**config.mk**
```make
export PLATFORM = sky130hd
export DESIGN_NAME = bin_to_bcd
export DESIGN_NICKNAME = d
export VERILOG_FILES = /design/src/rtl/bcd_pkg.sv /design/src/rtl/bcd_digit_adj.sv /design/src/rtl/bin_to_bcd.sv
export SDC_FILE = /design/constraint.sdc
export NUM_CORES = 1
export LEC_CHECK = 0
export ABC_AREA = 1
export ABC_CLOCK_PERIOD_IN_PS = 2110
export CAP_MARGIN = 5
export CORE_ASPECT_RATIO = 0.5
export CORE_MARGIN = 2
export CORE_UTILIZATION = 45
export DETAILED_ROUTE_END_ITERATION = 6
export PLACE_DENSITY_LB_ADDON = 0.12
export SLEW_MARGIN = 0
export SYNTH_ARGS = -nofsm -noshare
export SYNTH_HDL_FRONTEND = slang
export SYNTH_SLANG_ARGS = --single-unit
```
**constraint.sdc**
```tcl
create_clock -name clk -period 2.11 [get_ports clk]
set_input_delay 0.3165 -clock clk [delete_from_list [all_inputs] [get_ports clk]]
set_output_delay 0.3165 -clock clk [all_outputs]
set_load 0.005 [all_outputs]
```
**src/rtl/bcd_pkg.sv**
```systemverilog
// Shared types and constants for the binary-to-BCD converter.
package bcd_pkg;

   typedef enum logic [1:0] {
      ST_IDLE = 2'd0,
      ST_CONV = 2'd1,
      ST_DONE = 2'd2
   } state_t;

   typedef logic [3:0] bcd_digit_t;

   localparam bcd_digit_t ADD3_THRESH = 4'd5;
   localparam bcd_digit_t ADD3_VALUE  = 4'd3;

endpackage

```
**src/rtl/bcd_digit_adj.sv**
```systemverilog
// Double-dabble digit correction: adds 3 to a BCD digit of 5 or more.
module bcd_digit_adj
   import bcd_pkg::*;
(
   input  bcd_digit_t digit,
   output bcd_digit_t digit_adj
);

   // Largest input is 9, so the corrected digit never exceeds 12.
   always_comb begin
      if (digit >= ADD3_THRESH) begin
         digit_adj = digit + ADD3_VALUE;
      end else begin
         digit_adj = digit;
      end
   end

endmodule

```
**src/rtl/bin_to_bcd.sv**
```systemverilog
// Iterative double-dabble binary-to-BCD converter, one add-3/shift per clock.
// Define BIN_BCD_OVF_EN to add the ovf display-overflow output.
module bin_to_bcd
   import bcd_pkg::*;
#(
   parameter int WIDTH       = 16,
   parameter int DIGITS      = 5,
   parameter int DISP_DIGITS = 4
)(
   input  logic                clk,
   input  logic                rst,
   input  logic                start,
   input  logic [WIDTH-1:0]    bin_in,
   output logic [4*DIGITS-1:0] bcd_out,
   output logic                busy,
   output logic                done
`ifdef BIN_BCD_OVF_EN
   ,
   output logic                ovf
`endif
);

   localparam int CNT_W = $clog2(WIDTH + 1);
   localparam int SR_W  = 4 * DIGITS + WIDTH;
   localparam logic [CNT_W-1:0] LAST_ITER = CNT_W'(WIDTH - 1);

   if (DISP_DIGITS > DIGITS) begin : g_bad_disp_digits
      $error("bin_to_bcd: DISP_DIGITS must not exceed DIGITS");
   end

   state_t              state_r;
   state_t              state_nxt_s;
   logic [CNT_W-1:0]    cnt_r;
   logic [WIDTH-1:0]    bin_r;
   logic [4*DIGITS-1:0] bcd_r;
   logic [4*DIGITS-1:0] adj_s;
   logic [4*DIGITS-1:0] bcd_out_r;
   logic [SR_W-1:0]     shift_s;
   logic                last_iter_s;
   logic                busy_r;
   logic                done_r;
   logic                busy_nxt_s;
   logic                done_nxt_s;

   for (genvar g = 0; g < DIGITS; g++) begin : g_adj
      bcd_digit_adj u_adj (
         .digit     (bcd_r[4*g +: 4]),
         .digit_adj (adj_s[4*g +: 4])
      );
   end

   // The shift drops only the corrected top digit's MSB, which is always zero.
   assign shift_s     = {adj_s, bin_r} << 1'b1;
   assign last_iter_s = (cnt_r == LAST_ITER);

   // State register.
   always_ff @(posedge clk) begin
      if (rst) begin
         state_r <= ST_IDLE;
      end else begin
         state_r <= state_nxt_s;
      end
   end

   // Next-state logic; start is only looked at in IDLE.
   always_comb begin
      state_nxt_s = state_r;
      case (state_r)
         ST_IDLE: begin
            if (start) begin
               state_nxt_s = ST_CONV;
            end else begin
               state_nxt_s = ST_IDLE;
            end
         end
         ST_CONV: begin
            if (last_iter_s) begin
               state_nxt_s = ST_DONE;
            end else begin
               state_nxt_s = ST_CONV;
            end
         end
         ST_DONE: state_nxt_s = ST_IDLE;
         default: state_nxt_s = ST_IDLE;
      endcase
   end

   // Output decode from the next state so busy/done come straight from flops.
   always_comb begin
      busy_nxt_s = 1'b0;
      done_nxt_s = 1'b0;
      case (state_nxt_s)
         ST_IDLE: begin
            busy_nxt_s = 1'b0;
            done_nxt_s = 1'b0;
         end
         ST_CONV: begin
            busy_nxt_s = 1'b1;
            done_nxt_s = 1'b0;
         end
         ST_DONE: begin
            busy_nxt_s = 1'b1;
            done_nxt_s = 1'b1;
         end
         default: begin
            busy_nxt_s = 1'b0;
            done_nxt_s = 1'b0;
         end
      endcase
   end

   // Datapath and registered outputs.
   always_ff @(posedge clk) begin
      if (rst) begin
         cnt_r     <= '0;
         bin_r     <= '0;
         bcd_r     <= '0;
         bcd_out_r <= '0;
         busy_r    <= 1'b0;
         done_r    <= 1'b0;
      end else begin
         busy_r <= busy_nxt_s;
         done_r <= done_nxt_s;
         case (state_r)
            ST_IDLE: begin
               if (start) begin
                  bin_r <= bin_in;
                  bcd_r <= '0;
                  cnt_r <= '0;
               end
            end
            ST_CONV: begin
               bcd_r <= shift_s[SR_W-1:WIDTH];
               bin_r <= shift_s[WIDTH-1:0];
               cnt_r <= cnt_r + 1'b1;
               if (last_iter_s) begin
                  bcd_out_r <= shift_s[SR_W-1:WIDTH];
               end
            end
            ST_DONE: cnt_r <= '0;
            default: cnt_r <= '0;
         endcase
      end
   end

   assign bcd_out = bcd_out_r;
   assign busy    = busy_r;
   assign done    = done_r;

`ifdef BIN_BCD_OVF_EN
   logic ovf_r;
   logic ovf_nxt_s;

   // Any nonzero digit beyond the displayed ones means the display overflows.
   always_comb begin
      ovf_nxt_s = 1'b0;
      for (int i = DISP_DIGITS; i < DIGITS; i++) begin
         ovf_nxt_s = ovf_nxt_s | (|shift_s[WIDTH + 4*i +: 4]);
      end
   end

   // Overflow flag, captured together with bcd_out.
   always_ff @(posedge clk) begin
      if (rst) begin
         ovf_r <= 1'b0;
      end else if ((state_r == ST_CONV) && last_iter_s) begin
         ovf_r <= ovf_nxt_s;
      end else begin
         ovf_r <= ovf_r;
      end
   end

   assign ovf = ovf_r;
`endif

endmodule
```
Yosys cells after proc, flatten, opt, wreduce, memory -nomap -nowiden
Index checks and enable logic that the tools add are counted.
{ "classes": {"n_addsub": 6, "mul": 0, "div": 0, "n_lt_le_gt_ge": 5, "n_eq_ne": 5, "shift": 0, "muxes": 16, "bitwise_logic": 0, "reduce_logical": 5} }
{ "ops": {"columns": ["operator", "count"], "rows": [
  ["$pmux 20 s2", 1],
  ["$pmux 16 s2", 1],
  ["$ge 4x3->1 const B", 5],
  ["$mux 20", 1],
  ["$add 4x2->4 const B", 4],
  ["$mux 16", 1],
  ["$mux 4", 4],
  ["$pmux 5 s2", 1],
  ["$add 5x1->5 const B", 1],
  ["$eq 5x4->1 const B", 1],
  ["$mux 5", 1],
  ["$eq 2x1->1 const B", 2],
  ["$pmux 2 s2", 1],
  ["$reduce_and 2->1", 2],
  ["$add 3x2->3 const B", 1],
  ["$mux 1", 3],
  ["$mux 3", 1],
  ["$eq 2x2->1 const B", 1],
  ["$logic_not 2->1", 1],
  ["$mux 2", 1],
  ["$ne 2x2->1 const B", 1],
  ["$reduce_bool 2->1", 1],
  ["$reduce_or 2->1", 1]
]} }
{ "totals": {"ff_bits": 65, "latch_bits": 0, "mem_bits_rw": 0, "rom_bits": 0, "input_bits": 19, "out_inout_bits": 22, "wordCells": 44, "mem_count": 0} }

Longest topological paths before layout
{ "logic_depth": {"word_depth": 6, "depth_mapped": 11, "ltp_nobuf": 10} }

Hierarchy
A second synthesis with hierarchy kept.
{ "unflattened": {"hier_cells": 467, "hier_area_um2": 3263.1} }
{ "by_module_without_submodules": {"columns": ["module", "instances", "cells_per_inst", "area_per_inst_um2", "seq_area_each_um2"], "rows": [
  ["bin_to_bcd", 1, 352, 2587.5, 1301.2],
  ["bcd_digit_adj", 5, 23, 135.1, 0.0]
]} }

Least setup slack after synthesis
Ideal clock, no wire load.
{ "synth_path": {"path_kind": "reg-to-reg", "from": "register cnt_r[0]", "to": "register busy_r, in the netlist busy", "setup_ns": 0.066, "arrival_ns": 1.586, "t_required_ns": 2.044, "slack_ns": 0.457, "stages_incl_launch_ff": 10, "n_path_buf": 1, "period_less_slack_ns": 1.653, "path_cell_list": "dfxtp_1 -> ha_1 -> nand2_1 -> nor2_1 -> ha_1 -> nand2_1 -> nor2_2 -> buf_2 -> ha_1 -> nor2_1"} }
{ "synth_between": {"elab_chain_cells": 6, "word_cells_on_any_way": 7, "classes_between": "eq/ne (3); mux (3); reduce/logical (1)"} }
{ "synth_rtl": {"columns": ["element", "line", "rtl"], "rows": [
  ["start: declaration", "bin_to_bcd.sv:33", "logic [CNT_W-1:0] cnt_r;"],
  ["start signal: assignment", "bin_to_bcd.sv:135", "cnt_r <= cnt_r + 1'b1;"],
  ["$eq 5x4->1 *", "bin_to_bcd.sv:54", "assign last_iter_s = (cnt_r == LAST_ITER);"],
  ["$mux 2 *", "bin_to_bcd.sv:77", "if (last_iter_s) begin"],
  ["$pmux 2 s2 *", "bin_to_bcd.sv:68", "case (state_r)"],
  ["net state_nxt_s[1]", "bin_to_bcd.sv:32", "state_t state_nxt_s;"],
  ["$eq 2x2->1 / $eq 2x1->1 (equally long branches)", "bin_to_bcd.sv:92", "case (state_nxt_s)"],
  ["$reduce_or 2->1 (no line) *", null, null],
  ["$mux 1 *", "bin_to_bcd.sv:92", null],
  ["end signal: assignment", "bin_to_bcd.sv:122", "busy_r <= busy_nxt_s;"],
  ["end: declaration", "bin_to_bcd.sv:40", "logic busy_r;"]
]} }
The timed path passes the listed nets; every way through them passes the cells marked *.
A chain may end at the register's enable or synchronous reset.

Worst setup path in the final report
{ "layout_path": {"from": "register cnt_r[0]", "to": "register bcd_out_r[15], in the netlist bcd_out[15]"} }
{ "layout_between": {"elab_chain_cells": 2} }
{ "layout_rtl": {"columns": ["element", "line", "rtl"], "rows": [
  ["$eq 5x4->1", "bin_to_bcd.sv:54", null],
  ["$reduce_and 2->1 (no line)", null, null],
  ["end signal: assignment", "bin_to_bcd.sv:137", "bcd_out_r <= shift_s[SR_W-1:WIDTH];"],
  ["end: declaration", "bin_to_bcd.sv:37", "logic [4*DIGITS-1:0] bcd_out_r;"]
]} }
Every way passes these cells.

==> results.md <==
- Status: finished clean
- Maximum VDD drop: 0.000490 V
- Synth unique cells: 23
- DIE WIDTH: 121 um
- Area Growth Syn to Fin: 23.5%
- Skew-Pair Late Insertion Delay: 0.32 ns
- Fmax: 589 MHz
- Global-route wire length before repair: 11.6 mm
- Initial antenna violation count: 0
- Clock transition at path regs: 0.05 ns
- Skew final: 0.00373 ns
- Slew headroom: 65.7%
- Multi-input gate area: 0.00149 mm2
- Worst Tran Pin Value: 0.515 ns
- Hold-fix buffers, CTS: 0
- Critical path class: reg2reg
- Root Buffer: clkbuf_16
- Cells after Synth: 432
- DRC: 0
- Worst reg-to-reg setup slack: 0.41 ns
- Average size of a mapped cell: 7.11 um2
- Die Y-Extent: 62.4 um
- H-tree depth: 3
- Wirelength per Cell: 12.0 um
- Post-Place Cells: 549
- RSZ-0062 raised after global routing: false
- 1st-iter DRT viols: 211
- Row cnt: 21
- Synth Cell Area: 0.00307 mm2
- Top Ports: 41
- Pwr Total: 2.74 mW
- Resize count post-CTS: 0
- Total iterations of the first detailed-routing run: 5
- All-Layer GR Usage: 19.4%
- Max Cap Viol: 0
- Max-slew violations: 0
- Setup repair bufs after CTS: 0
- Post-DP HPWL: 4.46 mm
- Setup TNS: 0 ns
- Fin crit period: 1.70 ns
- Synthesis Warnings: 0
- Total clock buffers created by CTS: 9
- Via count: 2848
- GRT overflow: 0
- Cell area after layout: 0.00379 mm2
- Placed inst area: 0.00353 mm2
- CP max FO: 26
- Register area share after synthesis: 42.4%
- Final #Nets: 500
- FF+latch area: 0.00130 mm2
- Routability Congestion: 0.719
- Initial core utilization: 46.2%
- Worst Path Required: 2.37 ns
- CTS tree: done
- Final Hold Fails: 0
- CP Capture Type: register
- Hold/Removal Path Class: reg2reg
- Post-layout util: 57.1%
- Crit start category: register
- Vias per inst: 5.06
- Register bit count reported by yosys: 65
- Fin crit share: 80.4%
- Largest net degree at the start of global routing: 52
- Critical Path AT: 1.96 ns
- Total wire length: 6.74 mm
- Syn nets: 464
- Core area: 0.00665 mm2
- Antenna cells: 0
- # setup viols final: 0
- Filler instances: 655
- IO Port Bufs: 40
- Share of cells above drive strength 1: 4.46%
- Final ANT Viol Nets: 0
- Clock sinks: 65
- Vias in the first global route: 2593
- Leakage power: 1.58 nW
- Die area: 0.00754 mm2
- Clock tree buffer depth: 2
- Cell Count, Final, Fillers Out: 563
- Power Dens Cells: 722 mW/mm2
cell families after synthesis:
group           share of synthesized area [%]
simple gates                             29.6
flops                                    42.4
buf+inv                                  9.16
compound gates                           13.6
fa+ha+maj                                5.30
final cells by class:
| cell class | count | area share [%] |
|---|---|---|
| Tap cell | 92 | 3.03 |
| Inverter | 45 | 4.45 |
| Multi-Input combinational cell | 303 | 39.2 |
| Timing Repair Buffer | 44 | 12.0 |
| Sequential cell | 65 | 34.3 |
| Clock buffer | 14 | 6.96 |
registers in the layout, summed over array words and instances, names as in the netlist:
signal / flops
bcd_out: 20
bcd_r: 20
bin_r: 16
busy: 1
cnt_r: 5
done: 1
state_r: 2
path summary, 6_finish.rpt:
check,start,to,cells past startpoint
setup / recovery,cnt_r[0],bcd_out[15],11
hold / removal,bin_r[0],bin_r[0],2
setup reg to reg,cnt_r[0],bcd_out[15],11
hold reg to reg,bin_r[0],bin_r[0],2
power by group:
part | switching, mW | internal [mW] | total [mW]
registers | 0.0138 | 1.25 | 1.27
clock network | 0.469 | 0.845 | 1.31
logic | 0.0936 | 0.0647 | 0.158
total | 0.576 | 2.16 | 2.74
metrics by stage:
| step | setup WS [ns] | hold WS (ns) |
|---|---|---|
| after floorplan | 0.457 | 0.439 |
| after global placement | 0.444 | 0.452 |
| after detailed placement | 0.407 | 0.454 |
| after CTS | 0.396 | 0.461 |
| after global routing | 0.184 | 0.490 |
| final | 0.413 | 0.460 |
layout by cell type (no fill, tap or decap):
| master | n |
|---|---|
| nand2_1 | 132 |
| dfxtp_1 | 65 |
| inv_1 | 43 |
| clkdlybuf4s50_1 | 40 |
| nand3_1 | 39 |
| a21oi_1 | 36 |
| nor2_1 | 27 |
| o21ai_0 | 19 |
| a31oi_1 | 15 |
| ha_1 | 13 |
| nand4_1 | 10 |
| clkbuf_16 | 9 |
| a21o_1 | 5 |
| clkbuf_1 | 3 |
| inv_2 | 2 |
| nor2_4 | 2 |
| clkbuf_8 | 2 |
| buf_12 | 2 |
| buf_4 | 2 |
| nor2_2 | 1 |
| nor2_8 | 1 |
| nor3_1 | 1 |
| o22ai_1 | 1 |
| o21ai_1 | 1 |
Yosys cell counts, drive strengths merged:
library cell	n	area, um2
inv	45	169
a21oi	36	180
buf	13	90.1
nand2	132	495
dfxtp	65	1300
o21ai	20	100
nand4	10	62.6
ha	13	163
a21o	5	37.5
nor3	1	5.00
nor2	31	150
a31oi	15	93.8
clkbuf	6	22.5
nand3	39	195
o22ai	1	6.26
metal layers:
layer	vias up	global-route usage [%]	share of wire [%]
li1	1479	-	-
met3	8	6.30	5.5
met4	0	5.67	0.88
met5	-	0	0
met1	1293	24.4	48
met2	68	31.9	45
worst max-delay path: stages (launching register included):
cell	delay, ns
dfxtp_1	0.36
ha_1	0.17
nand2_1	0.07
nor2_1	0.10
ha_1	0.15
nand2_1	0.07
nor2_2	0.18
buf_12	0.20
nand2_1	0.06
inv_1	0.15
nand2_1	0.07
nand2_1	0.06
Note: power is estimated with default switching activity, not from simulation.
==> patch 1 (same flow settings) <==
The 3 states of `state_t` get a one-hot encoding in 3 bits.
--- a/src/rtl/bcd_pkg.sv
+++ b/src/rtl/bcd_pkg.sv
@@ -1,10 +1,10 @@
 // Shared types and constants for the binary-to-BCD converter.
 package bcd_pkg;
 
-   typedef enum logic [1:0] {
-      ST_IDLE = 2'd0,
-      ST_CONV = 2'd1,
-      ST_DONE = 2'd2
+   typedef enum logic [2:0] {
+      ST_IDLE = 3'b001,
+      ST_CONV = 3'b010,
+      ST_DONE = 3'b100
    } state_t;
 
    typedef logic [3:0] bcd_digit_t;
Behaviour: same outputs for any inputs over 10 cycles, from zero or initial values and one cycle with rst high; not proved beyond that.
==> patch 1 against the original RTL <==
Area after synthesis up 3.8%. Setup slack worse by 0.070 ns. Design area up 3.7%. Non-clock buffer count up 1. Routed wire length down 0.36%. Core utilization up 0.96 points. Total power up 8.7%. Critical endpoint is now bcd_out[3]. Sequential cell count up 1.
==> patch 1: results (changes against the original RTL) <==
stage,metric,value,unit,change
yosys,syn_avg_cell_area,6.901,um2,was 7.110 um2
detailed_routing,viasPerCell,4.863,,was 5.059
place,dp_cells,582,,was 549
yosys,synthTopCellsByCount,"nand2_1, dfxtp_1, nor2_1, inv_1, nand3_1",,"was nand2_1, dfxtp_1, inv_1, nand3_1, a21oi_1"
power_and_ir_drop,peakVddDrop,496.8,uV,was 490.1 uV
place,dp_worst_setup_slack,0.3506,ns,was 0.4071 ns
finish,nets,532,,was 500
detailed_routing,drt_iter0_drc,191,,was 211
place,gp_congestion,0.8133,,was 0.7189
yosys,synthTopCellsByArea,"dfxtp_1, nand2_1, nor2_1",,"was dfxtp_1, nand2_1, nand3_1"
place,dpl.hpwl,4430,um,was 4463 um
worst_setup_path,cp.arrival,1.99,ns,was 1.96 ns
place,placed_area,0.003628,mm2,was 0.003530 mm2
finish,drive_above_1_share,6.324,%,was 4.459%
power_and_ir_drop,cellLeakagePower,1.690,nW,was 1.582 nW
detailed_routing,drt_first_pass_iters,4,,was 5
run_status,status,"complete, no violations",,unchanged
yosys,ys_types,25,,was 23
global_route,grt_max_degree,40,,was 52
timing,skew,0.004382,ns,was 0.003732 ns
yosys,yosysSeqAreaShare,41.44,%,was 42.36%
detailed_routing,wl_per_cell,11.23,um,was 11.97 um
global_route,track_usage,18.59,%,was 19.37%
worst_setup_path,rr_worst_depth,9,,was 11
global_route,grt_pass1_wl,11320,um,was 11610 um
timing,slew_headroom,69.98,%,was 65.69%
worst_setup_path,crit_fanout,30,,was 26
[patch 1: cell type report]
cell class	count	area [um2]
Multi-Input combinational cell	327	1556
Tap cell	92	115.1
Sequential cell	66	1321
Inverter	52	197.7
Clock inverter	5	52.55
Timing Repair Buffer	45	437.9
Fill cell	689	2845
Clock buffer	11	252.7
[patch 1: cell families after synthesis]
group                    count (synthesis)  synth area share [%]
AO/OA/AOI/OAI                           56                 8.870
buffers and inverters                   69                 9.733
adder cells (fa/ha/maj)                 12                 4.709
AND/OR/NAND/NOR                        259                 35.24
flip-flops                              66                 41.44
[patch 1: path summary, 6_finish.rpt]
path / endpoint / from / slack, ns
worst min register to register: bin_r[0] / bin_r[0] / 0.46
worst min-delay path: bin_r[0] / bin_r[0] / 0.46
worst max-delay path: bcd_out[3] / cnt_r[0] / 0.34
worst max register to register: bcd_out[3] / cnt_r[0] / 0.34
[patch 1: per-layer routing]
layer | up-vias | GRT usage, % | part of all wire [%]
met3 | 6 | 6.069 | 4.1
met4 | 0 | 7.244 | 1.2
met2 | 42 | 30.94 | 47
met1 | 1310 | 22.26 | 48
li1 | 1550 | - | -
met5 | - | 0 | 0
[patch 1: critical path, stage by stage (launching register included)]
cell     delay, ns
dfxtp_1       0.35
ha_1          0.20
nand2_1       0.06
nor2_1        0.09
ha_1          0.18
inv_1         0.10
nor2_8        0.39
inv_2         0.13
nand3_1       0.09
o21ai_1       0.06
[patch 1: power by group]
| part | internal (mW) | total [mW] | leakage (nW) | switching, mW |
|---|---|---|---|---|
| Combinational | 0.0737 | 0.180 | 1.00 | 0.106 |
| Sequential | 1.28 | 1.30 | 0.536 | 0.0202 |
| Clock | 0.971 | 1.50 | 0.151 | 0.525 |
| Total | 2.33 | 2.98 | 1.69 | 0.652 |
==> patch 2 (config.mk and constraints unchanged) <==
Made on the original files. Add a define of `BIN_BCD_OVF_EN`.
--- a/src/rtl/bin_to_bcd.sv
+++ b/src/rtl/bin_to_bcd.sv
@@ -1,5 +1,7 @@
 // Iterative double-dabble binary-to-BCD converter, one add-3/shift per clock.
 // Define BIN_BCD_OVF_EN to add the ovf display-overflow output.
+`define BIN_BCD_OVF_EN
+
 module bin_to_bcd
    import bcd_pkg::*;
 #(
Check against the original RTL (old outputs only; new: ovf): equivalent (Yosys induction, for registers that start in step).
==> patch 2 against the original RTL <==
Synthesized cell count increased by 3.5%. Critical path depth did not move. Total power grew 5.5%. Design area rose by 3.2%. Sequential cell count up 1. Area after synthesis increased by 2.3%. Routed wire length increased by 1.1%. Core utilization increased by 1.2 points. Setup slack lost 0.072 ns. Critical path type unchanged. Largest power group unchanged. Highest routed layer unchanged.
==> patch 2: results (changes against the original RTL) <==
stage,metric,value,unit,change
yosys,yosysSeqAreaShare,42.05,%,was 42.36%
worst_setup_path,rrSetupSlack,0.34,ns,was 0.41 ns
yosys,syn-num-nets,479,,was 464
place,dp_cells,570,,was 549
yosys,synthTopCellsByArea,"dfxtp_1, nand2_1, a21oi_1",,"was dfxtp_1, nand2_1, nand3_1"
finish,nets,521,,was 500
worst_setup_path,cp.arrival,1.99,ns,was 1.96 ns
hold_path,worstHoldStart,bcd_r[5],,was bin_r[0]
detailed_routing,drt_iter0_drc,158,,was 211
timing,tightest_slew,0.6925,ns,was 0.5147 ns
power_and_ir_drop,peakVddDrop,427.6,uV,was 490.1 uV
place,placed_area,0.003627,mm2,was 0.003530 mm2
detailed_routing,wl_met2,2885,um,was 3046 um
finish,regArea,0.001321,mm2,was 0.001301 mm2
finish,buf_share,12.01,%,about the same
detailed_routing,wl_met3,340,um,was 369 um
timing,min_period,1.769,ns,was 1.697 ns
timing,skew,0.003538,ns,was 0.003732 ns
place,gp_congestion,0.7892,,was 0.7189
finish,fin_util,58.22,%,was 57.07%
detailed_routing,viasPerCell,4.807,,was 5.059
clocking,cts_made_buffers,9,,unchanged
global_route,grt_pass1_vias,2550,,was 2593
finish,antenna_cells,0,,unchanged
finish,drive_above_1_share,6.275,%,was 4.459%
worst_setup_path,r2r_end,ovf,,was bcd_out[15]
global_route,use_met1,26.02,%,was 24.37%
finish,fin_area,0.003916,mm2,was 0.003794 mm2
finish,multi_input_gates,302,,was 303
detailed_routing,dr.max_layer_used,met4,,unchanged
finish,multiInputGateArea,0.001496,mm2,was 0.001489 mm2
global_route,grtUsageMet3,8.243,%,was 6.296%
finish,nNonClkBuffers,49,,was 44
finish,finalNonFillerCells,586,,was 563
global_route,track_usage,19.61,%,was 19.37%
detailed_routing,wl_met1,3531,um,was 3266 um
run_status,status,"complete, no violations",,unchanged
worst_setup_path,cp-startpoint,cnt_r[0],,unchanged
clocking,clock_path_buffers,2,,unchanged
yosys,syn_inst,447,,was 432
global_route,grt_pass1_wl,11700,um,was 11610 um
global_route,grt_max_degree,33,,was 52
hold_path,hold-path-endpoint,bcd_r[5],,was bin_r[0]
yosys,ys_types,21,,was 23
place,dpl.hpwl,4606,um,was 4463 um
timing,holdWs,0.4623,ns,was 0.4603 ns
yosys,synth-seq-cells,66,,was 65
finish,nNonClkInverters,61,,was 45
worst_setup_path,crit_fanout,9,,was 26
place,dp_worst_setup_slack,0.2243,ns,was 0.4071 ns
finish,fill_cells,641,,was 655
detailed_routing,drt_first_pass_iters,5,,unchanged
global_route,use_met2,29.12,%,was 31.88%
clocking,root_buffer,clkbuf_16,,unchanged
worst_setup_path,critPathMaxStageDelay,0.36,ns,about the same
yosys,synthTopCellsByCount,"nand2_1, dfxtp_1, inv_1, a21oi_1, o21ai_0",,"was nand2_1, dfxtp_1, inv_1, nand3_1, a21oi_1"
detailed_routing,wl_per_cell,11.63,um,was 11.97 um
finish,clock_area_share,7.252,%,was 6.959%
power_and_ir_drop,cellLeakagePower,1.751,nW,was 1.582 nW
place,port-buffer-count,41,,was 40
## patch 2: changes by cell type after synthesis, sizes merged, moves of 5 or more
cell	before	now
o21ai	20	55
nand2	132	111
inv	45	61
a31oi	15	0
a21oi	36	48
nand4	10	4
nor2	31	26
## patch 2: where the power goes
group          switching [mW]  total, mW  internal (mW)
combinational           0.107      0.182         0.0749
sequential             0.0171       1.30           1.28
clock                   0.521       1.41          0.887
total                   0.645       2.89           2.24
## patch 2: logic make-up (layout without fill, tap and decap cells)
group / Yosys count / in the layout / synth area share [%]
buf+inv: 79 / 126 / 10.47
compound gates: 112 / 112 / 19.08
flops: 66 / 66 / 42.06
simple gates: 177 / 177 / 23.22
fa+ha+maj: 13 / 13 / 5.177
## patch 2: repair_timing
action                     CTS  global route
hold buffers                 0             0
resized for setup            0             1
setup endpoints to repair    0             1
## patch 2: worst reg2reg max path: cells and delay by family, from the launching register on
family | cells | cell delay (ns)
simple gates | 8 | 0.85
flops | 1 | 0.36
fa+ha+maj | 2 | 0.32
buf+inv | 1 | 0.14
